### config.mk
export PLATFORM = sky130hd
export DESIGN_NAME = johnson_decoder
export DESIGN_NICKNAME = d
export VERILOG_FILES = /design/src/rtl/johnson_decoder.sv
export SDC_FILE = /design/constraint.sdc
export NUM_CORES = 1
export LEC_CHECK = 0
export BUFFER_PORTS_ARGS = -buffer_cell sky130_fd_sc_hd__buf_4
export CAP_MARGIN = 20
export CORE_MARGIN = 4
export CORE_UTILIZATION = 59
export CTS_CLUSTER_DIAMETER = 100
export DETAILED_ROUTE_END_ITERATION = 16
export PLACE_DENSITY_LB_ADDON = 0.05
export SKIP_CTS_REPAIR_TIMING = 1
export SLEW_MARGIN = 20
export SYNTH_ARGS = -nofsm -noshare
export SYNTH_HDL_FRONTEND = slang
export SYNTH_SLANG_ARGS = --single-unit
### constraint.sdc
create_clock -name clk -period 7.6 [get_ports clk]
set_input_delay 0.76 -clock clk [delete_from_list [all_inputs] [get_ports clk]]
set_output_delay 0.76 -clock clk [all_outputs]
set_load 0.05 [all_outputs]
### src/rtl/johnson_decoder.sv
// Johnson counter phase decoder: samples an N-stage Johnson state, decodes its
// phase, tracks single-step progress and counts revolutions, with sticky fault flags.
module johnson_decoder #(
    parameter int N = 8,
    parameter int W = 4
) (
    input  logic             clk,
    input  logic             reset,
    input  logic [N-1:0]     q_in,
    input  logic             err_clr,
    output logic [W-1:0]     phase_idx,
    output logic [2*N-1:0]   phase_onehot,
    output logic             valid,
    output logic             illegal,
    output logic             step_err,
    output logic             rev_pulse,
    output logic [15:0]      rev_count
);

    typedef enum logic [1:0] {
        ST_SYNC  = 2'd0,
        ST_TRACK = 2'd1,
        ST_FAULT = 2'd2
    } state_t;

    localparam logic [W-1:0] LAST_IDX = W'(2 * N - 1);
    localparam logic [W-1:0] ONE_IDX  = {{(W-1){1'b0}}, 1'b1};

    // True when the set bits form one unbroken run starting at bit 0 (includes zero).
    function automatic logic ones_contig(input logic [N-1:0] v);
        return (v & (v + {{(N-1){1'b0}}, 1'b1})) == {N{1'b0}};
    endfunction

    function automatic logic [W-1:0] popcnt(input logic [N-1:0] v);
        logic [W-1:0] c;
        c = {W{1'b0}};
        for (int i = 0; i < N; i++) begin
            c = c + {{(W-1){1'b0}}, v[i]};
        end
        return c;
    endfunction

    logic [N-1:0]   q_in_q;
    logic           q_vld_q;
    state_t         state_q, state_d;
    logic [W-1:0]   idx_q, idx_d;
    logic [2*N-1:0] onehot_q, onehot_d;
    logic           valid_q, valid_d;
    logic           illegal_q, illegal_d;
    logic           step_q, step_d;
    logic           pulse_q, pulse_d;
    logic [15:0]    cnt_q, cnt_d;
    logic           dec_legal_s;
    logic [W-1:0]   dec_idx_s;
    logic [W-1:0]   idx_next_s;

    // Input sample register; q_vld_q masks the reset value until a real sample lands.
    always_ff @(posedge clk or posedge reset) begin
        if (reset) begin
            q_in_q  <= {N{1'b0}};
            q_vld_q <= 1'b0;
        end else begin
            q_in_q  <= q_in;
            q_vld_q <= 1'b1;
        end
    end

    // Pattern decode: low half counts ones, high half counts zeros offset by N.
    always_comb begin
        dec_legal_s = 1'b0;
        dec_idx_s   = {W{1'b0}};
        if (q_in_q[N-1] == 1'b0) begin
            dec_legal_s = ones_contig(q_in_q);
            dec_idx_s   = popcnt(q_in_q);
        end else begin
            dec_legal_s = ones_contig(~q_in_q);
            dec_idx_s   = W'(N) + popcnt(~q_in_q);
        end
    end

    assign idx_next_s = (idx_q == LAST_IDX) ? {W{1'b0}} : idx_q + ONE_IDX;

    // Tracking FSM next-state and registered-output values.
    always_comb begin
        state_d   = state_q;
        idx_d     = idx_q;
        valid_d   = valid_q;
        illegal_d = illegal_q;
        step_d    = step_q;
        pulse_d   = 1'b0;
        cnt_d     = cnt_q;
        case (state_q)
            ST_SYNC: begin
                if (!q_vld_q) begin
                    valid_d = 1'b0;
                end else if (dec_legal_s) begin
                    idx_d   = dec_idx_s;
                    valid_d = 1'b1;
                    state_d = ST_TRACK;
                end else begin
                    illegal_d = 1'b1;
                    valid_d   = 1'b0;
                    state_d   = ST_FAULT;
                end
            end
            ST_TRACK: begin
                // Illegal outranks a jump, so step_err is left alone on bad patterns.
                if (!dec_legal_s) begin
                    illegal_d = 1'b1;
                    valid_d   = 1'b0;
                    state_d   = ST_FAULT;
                end else if (dec_idx_s == idx_q) begin
                    idx_d = idx_q;
                end else if (dec_idx_s == idx_next_s) begin
                    idx_d = dec_idx_s;
                    if (idx_q == LAST_IDX) begin
                        pulse_d = 1'b1;
                        cnt_d   = cnt_q + 16'd1;
                    end else begin
                        pulse_d = 1'b0;
                    end
                end else begin
                    step_d  = 1'b1;
                    valid_d = 1'b0;
                    state_d = ST_FAULT;
                end
            end
            ST_FAULT: begin
                valid_d = 1'b0;
                if (err_clr) begin
                    illegal_d = 1'b0;
                    step_d    = 1'b0;
                    state_d   = ST_SYNC;
                end else begin
                    state_d = ST_FAULT;
                end
            end
            default: begin
                valid_d = 1'b0;
                state_d = ST_FAULT;
            end
        endcase
        onehot_d = valid_d ? ({{(2*N-1){1'b0}}, 1'b1} << idx_d) : {(2*N){1'b0}};
    end

    // FSM state and output registers.
    always_ff @(posedge clk or posedge reset) begin
        if (reset) begin
            state_q   <= ST_SYNC;
            idx_q     <= {W{1'b0}};
            onehot_q  <= {(2*N){1'b0}};
            valid_q   <= 1'b0;
            illegal_q <= 1'b0;
            step_q    <= 1'b0;
            pulse_q   <= 1'b0;
            cnt_q     <= 16'd0;
        end else begin
            state_q   <= state_d;
            idx_q     <= idx_d;
            onehot_q  <= onehot_d;
            valid_q   <= valid_d;
            illegal_q <= illegal_d;
            step_q    <= step_d;
            pulse_q   <= pulse_d;
            cnt_q     <= cnt_d;
        end
    end

    assign phase_idx    = idx_q;
    assign phase_onehot = onehot_q;
    assign valid        = valid_q;
    assign illegal      = illegal_q;
    assign step_err     = step_q;
    assign rev_pulse    = pulse_q;
    assign rev_count    = cnt_q;

endmodule

After elaboration in Yosys (flattened, before gate mapping). Index checks and enable logic that the tools add are counted.

Bits in registers: 51. Input port bits: 11.

Add/subtract/negate cells: 19. Eq/ne operators: 12. Shift operators: 1. Mux-type cells: 36. Bitwise logic cells: 4. Reduce and logical (&&, ||, !) cells: 9.

Operators by type and width (count): adder 4 x 1 -> 4 bit (8); 2-to-1 mux 4 bit (7); 2-to-1 mux 1 bit (17); adder 16 x 1 -> 16 bit, second input constant (1); adder 8 x 1 -> 8 bit, second input constant (2); AND 8 bit (2); logical NOT 8 bit (2); 2-to-1 mux 16 bit (1); left shift 1 x 4 -> 16 bit, first input constant (1); 2-to-1 mux 2 bit (6); != test 2 bit, second input constant (5); AND reduction 5 bit (2); adder 3 x 1 -> 4 bit (2); equality test 4 bit (2); NOT 8 bit (1); one-hot mux 4 bit (2 select lines) (1); adder 2 x 1 -> 3 bit (2); != test 3 bit, second input constant (2); one-hot mux 2 bit (3 select lines) (1); AND reduction 3 bit (2); adder 1 x 1 -> 2 bit (2); adder 4 x 1 -> 4 bit, second input constant (1); adder 4 bit, first input constant (1); equality test 4 bit, second input constant (1); 8 further kinds (9).

Longest topological paths before layout. Gate-level depths: netlist of the first run.

Depth after elaboration: 17. Mapped depth: 17. Depth with buffers taken out: 16.

Worst setup path after synthesis of the first run. Ideal clock, no wire load.

Path type: reg-to-reg. Start: reg q_in_q[0]. End: reg cnt_q[13] (netlist: rev_count[13]). Setup time: 0.082 ns. Data arrival time: 4.362 ns. Data required time: 7.518 ns. Path slack: 3.156 ns. Cell stages (with the launch flop): 17. Path buffers: 1. Clock period less this slack: 4.444 ns. Cell sequence: dfrtp_1 -> inv_1 -> fa_1 -> fa_1 -> fa_1 -> inv_1 -> ha_1 -> fa_1 -> xnor2_1 -> mux2i_4 -> xnor2_1 -> and2_4 -> nand3_2 -> or4_1 -> buf_2 -> nor3_2 -> xor2_1.

Word-level cells in the longest chain between the ends: 13. Elaborated cells between the ends (all ways): 28. Classes of those cells: 17 x add/sub; 2 x eq/ne; 2 x mux; 4 x bitwise; 3 x reduce/logical.

RTL lines: start, declared (RTL line 43) `logic [N-1:0] q_in_q;`; start signal, assigned (RTL line 60) `q_in_q <= {N{1'b0}};`; start signal, assigned (RTL line 63) `q_in_q <= q_in;`; NOT 8 bit (RTL line 76, 77); adder 1 x 1 -> 2 bit (RTL line 38) `c = c + {{(W-1){1'b0}}, v[i]};`; adder 2 x 1 -> 3 bit (RTL line 38); adder 3 x 1 -> 4 bit (RTL line 38); adder 4 x 1 -> 4 bit (4 in series) (RTL line 38); adder 4 bit (RTL line 77) `dec_idx_s = W'(N) + popcnt(~q_in_q);`; 2-to-1 mux 4 bit (RTL line 72) `if (q_in_q[N-1] == 1'b0) begin`; equality test 4 bit (RTL line 112) `end else if (dec_idx_s == idx_q) begin`; NOT 1 bit (no source line); AND reduction 5 bit (no source line) *; end signal, assigned (RTL line 165) `cnt_q <= cnt_d;`; end, declared (RTL line 52) `logic [15:0] cnt_q, cnt_d;`.

Every way passes the cells marked *; elsewhere a longest branch is shown, timed or not. A chain may end at the register's enable or synchronous reset.

Worst setup path in the final report of the first run.
Start: reg q_in_q[0]. End: reg onehot_q[9] (netlist: phase_onehot[9]).

Word-level cells in the longest chain between the ends: 17. Elaborated cells between the ends (all ways): 40. Classes of those cells: 17 x add/sub; 2 x eq/ne; 1 x shift; 15 x mux; 3 x bitwise; 2 x reduce/logical.

RTL lines: NOT 8 bit (RTL line 76, 77); adder 1 x 1 -> 2 bit (RTL line 38); adder 2 x 1 -> 3 bit (RTL line 38); adder 3 x 1 -> 4 bit (RTL line 38); adder 4 x 1 -> 4 bit (4 in series) (RTL line 38); adder 4 bit (RTL line 77); 2-to-1 mux 4 bit (RTL line 72); equality test 4 bit (RTL line 114) `end else if (dec_idx_s == idx_next_s) begin`; 2-to-1 mux 4 bit (RTL line 114); 2-to-1 mux 4 bit (RTL line 112); 2-to-1 mux 4 bit (RTL line 108) `if (!dec_legal_s) begin`; one-hot mux 4 bit (2 select lines) * (RTL line 92) `case (state_q)`; named net idx_d[1] (RTL line 46) `logic [W-1:0] idx_q, idx_d;`; left shift 1 x 4 -> 16 bit * (RTL line 143) `onehot_d = valid_d ? ({{(2*N-1){1'b0}}, 1'b1} << idx_d) : {(2*N){1'b0}};`; 2-to-1 mux 16 bit * (RTL line 143); named net onehot_d[9] (RTL line 47) `logic [2*N-1:0] onehot_q, onehot_d;`; end signal, assigned (RTL line 151) `onehot_q <= {(2*N){1'b0}};`; end signal, assigned (RTL line 160) `onehot_q <= onehot_d;`; end, declared (RTL line 47).

The timed path passes the listed nets; every way through them passes the cells marked *.

==> results.py, run 1 <==
metrics = {
    "status": {
        "status": "completed",
    },
    "setup_path": {
        "cp-start-kind": "register",
        "worstSetupPathType": "register to register",
        "path_cells": "inv_1 -> fa_1 -> fa_1 -> fa_1 -> inv_1 -> ha_1 -> fa_1 -> xnor2_1 -> mux2i_4 -> xnor2_1 -> and2_4 -> a31oi_4 -> nand2b_1 -> a21oi_4 -> inv_2 -> nor3_1",
        "cp_common_cell": "fa_1",
        "endpoint_kind": "register",
        "cp.arrival_ps": 5230,
        "crit_fanout": 10,
        "worstRegToRegCells": 16,
        "path_delay_family": "adder cells",
        "required_ps": 7820,
        "cp.depth": 16,
        "path_buf_inv": 3,
        "cpPeakStageDelay_ps": 570,
        "slowest_stage": "fa_1",
    },
    "route": {
        "drc": 0,
        "avgRoutedWirePerCell_um": 14.8,
        "viasPerCell": 5.45,
        "drt-total-wl_um": 5220,
        "routed-via-count": 1919,
        "drt_iter0_markers": 98,
        "drtPass1Iterations": 4,
        "ant_nets": 0,
    },
    "final_layout": {
        "layout-drive-gt1-share_pct": 26.0,
        "multi_input_area_mm2": 0.00133,
        "regArea_mm2": 0.00128,
        "finalNetCount": 330,
        "layoutNonFillerInstCount": 352,
        "finish.utilization_pct": 73.0,
        "area_growth_pct": 18.3,
        "final_area_mm2": 0.00322,
        "final.fill_count": 312,
        "diodes": 0,
    },
    "flow_run": {
        "maxCapViolCount": 0,
    },
    "power_and_ir_drop": {
        "powerDensity_mw_per_mm2": 249,
        "peakVddDrop_v": 0.000150,
        "p_leak_nw": 1.61,
        "design_power_total_w": 0.000802,
    },
    "timing": {
        "rsz0062_at_grt": "false",
        "fin_crit_ps": 5010,
        "report.final.slew_viol_count": 0,
        "finalCritPeriodShare_pct": 66.0,
        "tightest_slew_ps": 848,
        "max_freq_mhz": 200,
        "finClkSkew_ps": 15.8,
        "tns_ps": 0,
        "relSlewSlack_pct": 43.4,
        "setup_viol": 0,
        "hold_viol": 0,
    },
    "clock_tree": {
        "htree_levels": 2,
        "cts-buffers-inserted": 5,
        "cts-root-buf": "clkbuf_8",
        "clock-sinks": 51,
        "clk_pin_slew_worst_paths_ps": 100,
        "cts_tree": "done",
        "clockBufferDepth": 2,
        "clock_latency_ps": 310,
    },
    "global_routing": {
        "gr-total-overflow": 0,
        "grt_pass1_wl_um": 9720,
        "antenna_found_initial": 0,
        "grt_pass1_vias": 1996,
        "grt_max_degree": 52,
        "grt_use_total_pct": 20.2,
    },
    "yosys": {
        "syn_inst": 249,
        "netlist.area_leader.share_pct": 46.9,
        "ys.flop_type": "dfrtp_1",
        "synthSimpleGateAreaFrac_pct": 17.1,
        "syn_avg_cell_area_um2": 10.9,
        "synth_warnings": 0,
        "synth_edf_count": 0,
        "synth_seq_cells": 51,
        "synth-compound-area-share_pct": 7.90,
        "synth_top_family_by_area": "simple AND/OR/NAND/NOR gates",
        "synth_mux_area_share_pct": 4.00,
        "synthXorXnorAreaFrac_pct": 8.32,
        "synthAdderAreaFrac_pct": 11.4,
        "syn-cell-area_mm2": 0.00272,
        "synthArstFlopShare_pct": 100,
        "synth_area_leaders": "dfrtp_1, fa_1, ha_1, nor3_1, xor2_1",
        "ys_types": 48,
        "synth_top_area_cell": "dfrtp_1",
        "syn-num-nets": 280,
        "yosysSeqAreaShare_pct": 46.9,
    },
    "hold_path": {
        "hold-path-cell-count": 1,
        "min_path_type": "register to register",
    },
    "floorplan": {
        "rows": 24,
        "fp.dieW_um": 75.9,
        "die_area_mm2": 0.00577,
        "coreArea_mm2": 0.00441,
        "start_util_pct": 61.7,
        "io_pins": 51,
        "die_h_um": 75.9,
    },
    "place": {
        "numPortBuffers": 50,
        "gp_congestion": 0.791,
        "dp.cells": 344,
        "dp_hpwl_um": 3850,
        "placed_cell_area_mm2": 0.00312,
    },
}
-- placed cells by master (no fill, tap or decap), types with 2 or more instances in the layout --
master     instances
dfrtp_1           51
buf_4             50
nor3_1            24
nor2_1            18
inv_1             17
nand2_1           13
xor2_1            13
ha_1              12
xnor2_1           11
nand3_1            8
fa_1               8
a21oi_1            6
o21ai_0            6
mux2i_1            5
a31oi_1            5
clkbuf_8           5
nand2b_1           4
inv_2              2
a21o_1             2
o2111ai_1          2
nor2b_1            2
mux2_2             2
nand3b_1           2
or3_1              2
nor4_2             2
nor3_2             2
clkinv_4           2
-- sequential cells by signal, summed over array words and instances, names as in the netlist --
signal        count
illegal           1
phase_idx         4
phase_onehot     16
q_in_q            8
q_vld_q           1
rev_count        16
rev_pulse         1
state_q           2
step_err          1
valid             1
-- cells by family after synthesis --
family	count (synthesis)
other	1
multiplexers	9
XOR/XNOR	25
adder cells (fa/ha/maj)	20
AO/OA/AOI/OAI	29
flip-flops	51
AND/OR/NAND/NOR	87
buffers and inverters	27
-- power by group --
group / switching, W / total, W / internal, W
registers: 0.0000343 / 0.000322 / 0.000288
clock network: 0.0000965 / 0.000165 / 0.0000684
logic: 0.000196 / 0.000316 / 0.000119
-- worst paths after layout --
kind                                    start                to  slack, ps
worst max-delay path                q_in_q[0]   phase_onehot[9]       2590
worst min-delay path            rev_count[15]     rev_count[15]        500
worst max register to register      q_in_q[0]   phase_onehot[9]       2590
worst min register to register  rev_count[15]     rev_count[15]        500
max in group asynchronous               reset           q_vld_q       6490
min in group asynchronous               reset  phase_onehot[12]        590
-- layout make-up --
type,count,share of cell area (%)
Clock buffer,5,2.14
Clock inverter,3,0.894
Inverter,20,2.37
Multi-Input combinational cell,171,41.3
Sequential cell,51,39.6
Tap cell,52,2.02
Timing Repair Buffer,50,11.7
-- synthesized netlist by cell type (2+ instances only) --
library cell,number
nand3b_1,2
o2111ai_1,2
nor3_2,2
ha_1,12
fa_1,8
nor2_1,18
or3_1,2
buf_2,6
nor2b_1,2
inv_1,18
mux2_2,2
dfrtp_1,51
a31oi_1,5
xor2_1,13
nand2b_1,4
a21oi_1,6
nand2_1,13
xnor2_1,11
nor3_1,24
a21o_1,2
nand3_1,8
o21ai_0,6
mux2i_1,5
nor4_2,2
inv_2,2
-- stage by stage --
stage / setup WS, ps / hold WS (ps)
5_1_grt: 2310 / 515
3_3_place_gp: 2720 / 462
3_5_place_dp: 2630 / 491
2_1_floorplan: 3160 / 580
6_report: 2590 / 504
4_1_cts: 2610 / 509
-- per-layer routing --
| metal | global-route usage [%] | share of wire, % | wire, um | vias up |
|---|---|---|---|---|
| li1 | - | - | - | 942 |
| met1 | 28.6 | 46 | 2420 | 923 |
| met2 | 32.3 | 48 | 2500 | 52 |
| met3 | 4.03 | 5.5 | 286 | 2 |
| met4 | 4.27 | 0.36 | 19 | 0 |
| met5 | 0 | 0 | 0 | - |
Power figures use the tool's default switching activity.
==> inputs of run 2 (changes only) <==
- CORE_UTILIZATION: 59 -> 55
- clock period: 7.6 -> 4.9 ns (I/O delays scaled with it)
==> run 2 against run 1 <==
  * Via count is 0.16% lower
  * Clock-buffer cell count unchanged
  * Non-clock buffer count up 3
  * Global-route usage down 1.3 points
  * Die area rose by 6.5%
  * Critical path depth decreased by 1
  * Clock power grew 110%
  * Combinational power rose by 65%
  * Cell count up 5.1%
  * Routed wire length is essentially flat
  * Fmax is 7.9% higher
==> results.py, run 2 (synthesis results as in run 1) <==
metrics = {
    "setup_path": {
        "r2r_start": "q_in_q[0]",
        "worstSetupPathType": "register to register",
        "worstRegToRegCells": 15,
        "reg2reg_slack_ps": 260,
        "cpPeakStageDelay_ps": 620,
        "endpoint_kind": "register",
        "cp.arrival_ps": 4880,
        "slowest_stage": "or4_4",
        "required_ps": 5140,
        "path_cells": "inv_1 -> fa_1 -> fa_1 -> fa_1 -> inv_1 -> ha_1 -> fa_1 -> xnor2_2 -> mux2i_4 -> xnor2_2 -> and2_4 -> nand3_2 -> or4_4 -> nor3_2 -> xor2_1",
        "r2r_end": "rev_count[13]",
        "crit_fanout": 7,
        "cp-start-kind": "register",
        "cp_common_cell": "fa_1",
    },
    "clock_tree": {
        "clockBufferDepth": 2,
        "cts_tree": "done",
        "htree_levels": 2,
        "clock_latency_ps": 310,
        "clk_pin_slew_worst_paths_ps": 100,
        "cts-root-buf": "clkbuf_8",
        "cts-buffers-inserted": 5,
        "clock-sinks": 51,
    },
    "place": {
        "dp_hpwl_um": 3860,
        "dp_slack_ps": -72.6,
        "numPortBuffers": 50,
        "gp_congestion": 0.818,
    },
    "route": {
        "ant_nets": 0,
        "routed-via-count": 1916,
        "drc": 0,
        "drt_iter0_markers": 101,
        "viasPerCell": 5.18,
        "drtPass1Iterations": 4,
        "drt-total-wl_um": 5230,
        "avgRoutedWirePerCell_um": 14.1,
    },
    "timing": {
        "setup_ws_ps": 256,
        "max_freq_mhz": 215,
        "hold_slack_ps": 288,
        "setup_viol": 0,
        "hold_viol": 0,
        "report.final.slew_viol_count": 0,
        "fin_crit_ps": 4640,
        "finClkSkew_ps": 9.36,
        "relSlewSlack_pct": 43.9,
        "finalCritPeriodShare_pct": 94.8,
        "tightest_slew_ps": 840,
    },
    "final_layout": {
        "layout_common_cells": "buf_4, dfrtp_1, nor3_1",
        "final_common_cell": "buf_4",
        "layout-drive-gt1-share_pct": 28.7,
        "diodes": 0,
        "area_growth_pct": 22.5,
        "finalNetCount": 333,
    },
    "global_routing": {
        "grt_pass1_vias": 1991,
        "gr-total-overflow": 0,
        "grt_pass1_wl_um": 9270,
        "antenna_found_initial": 0,
        "grt_use_total_pct": 18.9,
        "grt_max_degree": 52,
    },
    "floorplan": {
        "die_area_mm2": 0.00614,
        "die_h_um": 78.4,
        "start_util_pct": 57.3,
        "io_pins": 51,
        "coreArea_mm2": 0.00475,
        "fp.dieW_um": 78.4,
        "rows": 25,
    },
    "hold_path": {
        "min_path_type": "input port to register",
        "hold_path.startpoint": "q_in[3]",
        "hold-path-cell-count": 1,
        "whs_endpoint": "q_in_q[3]",
    },
    "power_and_ir_drop": {
        "peakVddDrop_v": 0.000310,
        "powerDensity_mw_per_mm2": 411,
        "p_leak_nw": 1.66,
    },
    "status": {
        "status": "completed",
    },
    "flow_run": {
        "maxCapViolCount": 0,
    },
}
-- run 2: cell count changes in the layout (fill, tap and decap cells not counted), sizes merged --
cell    before  now
buf         50   53
clkinv       3    1
bufinv       0    2
-- run 2: cell type report --
type                       count  area [um2]
fill                         380        1420
multi-input combinational    171        1360
sequential                    51        1280
timing repair buffer          53         398
tap                           67        83.8
inverter                      20        76.3
clock inverter                 3        71.3
clock buffer                   5        68.8
-- run 2: power breakdown --
group	internal, W	switching, W
Clock	0.000207	0.000145
Sequential	0.000446	0.0000523
Combinational	0.000209	0.000312
-- run 2: worst max-delay path, delay by kind of cell, from the launching register on --
kind | cells | cell delay, ps
buf+inv | 2 | 170
fa+ha+maj | 5 | 2090
simple gates | 4 | 1090
xor+xnor | 3 | 520
flops | 1 | 410
mux | 1 | 280
-- run 2: worst max path at each step --
stage               from               end  cells past startpoint
6_report       q_in_q[0]     rev_count[13]                     15
4_1_cts        q_in_q[0]  phase_onehot[12]                     16
2_1_floorplan  q_in_q[0]     rev_count[13]                     16
5_1_grt        q_in_q[0]      rev_count[8]                     15
3_3_place_gp   q_in_q[0]  phase_onehot[12]                     16
3_5_place_dp   q_in_q[0]  phase_onehot[12]                     16
-- run 2: per-layer routing --
layer | vias up | global-route usage (%) | part of all wire (%)
li1 | 942 | - | -
met1 | 915 | 25.9 | 46
met5 | - | 0 | 0
met4 | 0 | 4.72 | 0.92
met2 | 55 | 30.6 | 47
met3 | 4 | 4.47 | 6.0
-- run 2: metrics by stage --
| step | power (W) | util (%) | std cells | setup TNS (ps) | instance area [um2] |
|---|---|---|---|---|---|
| 6_report | 0.00137 | 70.2 | 370 | 0 | 3340 |
| 3_5_place_dp | 0.00100 | 66.2 | 360 | -388 | 3150 |
| 4_1_cts | 0.00136 | 69.2 | 368 | -680 | 3290 |
| 2_1_floorplan | 0.000888 | - | 249 | 0 | 2720 |
| 3_3_place_gp | 0.000994 | 66.2 | 360 | 0 | 3150 |
| 5_1_grt | 0.00146 | 70.2 | 370 | -13.3 | 3340 |
==> inputs of run 3 (changes only) <==
- CORE_MARGIN: 4 -> 2
==> run 3 against run 2 <==
  * Fmax increased by 0.61%
  * Highest routed layer unchanged
  * Clock power is 1% higher
  * Utilization grew 0.26 points
  * Global-route usage is 1.4 points higher
  * Clock-buffer cell count unchanged
  * Cell count grew 0.27%
  * Die area shrank 9.9%
  * Largest cell class unchanged
  * Clock skew is 0.52 ps higher
  * Combinational power about the same
  * Sequential cell count unchanged
  * Critical path depth unchanged
==> results.py, run 3 (synthesis results as in run 1) <==
metrics = {
    "status": {
        "status": "completed",
    },
    "setup_path": {
        "r2r_end": "rev_count[9]",
        "reg2reg_slack_ps": 280,
        "worstSetupPathType": "register to register",
        "path_delay_family": "adder cells",
        "r2r_start": "q_in_q[0]",
        "cp_common_cell": "fa_1",
        "endpoint_kind": "register",
        "cp.arrival_ps": 4850,
        "required_ps": 5130,
        "worstRegToRegCells": 15,
        "path_buf_inv": 2,
        "slowest_stage": "or4_4",
        "path_cells": "inv_1 -> fa_1 -> fa_1 -> fa_1 -> inv_1 -> ha_1 -> fa_1 -> xnor2_2 -> mux2i_4 -> xnor2_2 -> and2_4 -> nand3_2 -> or4_4 -> nor3_2 -> xor2_1",
        "cp-start-kind": "register",
        "cpPeakStageDelay_ps": 620,
        "crit_fanout": 6,
    },
    "timing": {
        "finalCritPeriodShare_pct": 94.2,
        "tightest_slew_ps": 822,
        "finClkSkew_ps": 9.88,
        "fin_crit_ps": 4620,
        "max_freq_mhz": 217,
        "relSlewSlack_pct": 45.1,
        "hold_viol": 0,
        "rsz0062_at_grt": "false",
        "tns_ps": 0,
        "setup_viol": 0,
        "report.final.slew_viol_count": 0,
    },
    "global_routing": {
        "use_met2_pct": 29.7,
        "grt_use_total_pct": 20.3,
        "grt_pass1_wl_um": 8520,
        "antenna_found_initial": 0,
        "grt_use_met1_pct": 30.8,
        "grt_pass1_vias": 1776,
        "gr-total-overflow": 0,
        "grt_util_met3_pct": 4.61,
        "busiest_layer": "met1",
        "grt_max_degree": 52,
    },
    "clock_tree": {
        "cts-root-buf": "clkbuf_8",
        "cts_tree": "done",
        "htree_levels": 2,
        "clk_pin_slew_worst_paths_ps": 100,
        "clock_latency_ps": 310,
        "clock-sinks": 51,
        "clockBufferDepth": 2,
        "cts-buffers-inserted": 5,
    },
    "hold_path": {
        "hold_path.startpoint": "q_in[1]",
        "hold-path-cell-count": 1,
        "whs_endpoint": "q_in_q[1]",
        "min_path_type": "input port to register",
    },
    "final_layout": {
        "finalNetCount": 334,
        "final_common_cell": "buf_4",
        "area_growth_pct": 23.0,
        "finish.utilization_pct": 70.4,
        "layout-drive-gt1-share_pct": 28.9,
        "diodes": 0,
        "layout_common_cells": "buf_4, dfrtp_1, nor3_1",
    },
    "floorplan": {
        "io_pins": 51,
        "die_h_um": 74.4,
        "rows": 25,
        "die_area_mm2": 0.00553,
        "fp.dieW_um": 74.4,
        "start_util_pct": 57.3,
        "coreArea_mm2": 0.00475,
    },
    "place": {
        "numPortBuffers": 50,
        "gp_congestion": 0.779,
        "dp_hpwl_um": 3760,
    },
    "route": {
        "drt_iter0_markers": 141,
        "routed-via-count": 1927,
        "drt-total-wl_um": 5090,
        "viasPerCell": 5.19,
        "avgRoutedWirePerCell_um": 13.7,
        "ant_nets": 0,
        "drc": 0,
        "drtPass1Iterations": 4,
    },
    "power_and_ir_drop": {
        "peakVddDrop_v": 0.000295,
        "p_leak_nw": 1.67,
        "design_power_total_w": 0.00138,
        "powerDensity_mw_per_mm2": 412,
    },
    "flow_run": {
        "maxCapViolCount": 0,
    },
}
## run 3: changes by cell type in the layout (fill, tap and decap cells not counted), sizes merged
cell  before  now
buf       53   54
## run 3: area by class of cell
class / instances / area, um2
fill: 377 / 1410
multi-input combinational: 171 / 1370
sequential: 51 / 1280
timing repair buffer: 54 / 405
tap: 67 / 83.8
inverter: 20 / 76.3
clock inverter: 3 / 71.3
clock buffer: 5 / 68.8
## run 3: worst max path at each step
stage / start / to / slack, ps / cells after the start
final: q_in_q[0] / rev_count[9] / 280 / 15
after global routing: q_in_q[0] / phase_onehot[14] / 20 / 15
after CTS: q_in_q[0] / rev_count[9] / 20 / 15
after detailed placement: q_in_q[0] / rev_count[11] / 50 / 15
after global placement: q_in_q[0] / rev_count[9] / 120 / 15
after floorplan: q_in_q[0] / rev_count[13] / 460 / 16
## run 3: routing by layer
metal / part of all wire (%) / vias to the layer above
met4: 1.1 / 0
met2: 45 / 54
li1: - / 943
met3: 4.7 / 5
met1: 49 / 925
met5: 0 / -
## run 3: metrics by stage
stage | worst slack, ps | area [um2] | std cells | hold WS (ps)
after floorplan | 456 | 2720 | 249 | 521
final | 285 | 3350 | 371 | 290
after detailed placement | 52.6 | 3160 | 361 | 477
after global placement | 121 | 3160 | 361 | 479
after CTS | 17.5 | 3300 | 369 | 276
after global routing | 21.7 | 3350 | 371 | 271
## run 3: where the power goes
group          switching (W)  internal, W
clock network       0.000150     0.000207
registers          0.0000536     0.000446
logic               0.000311     0.000210
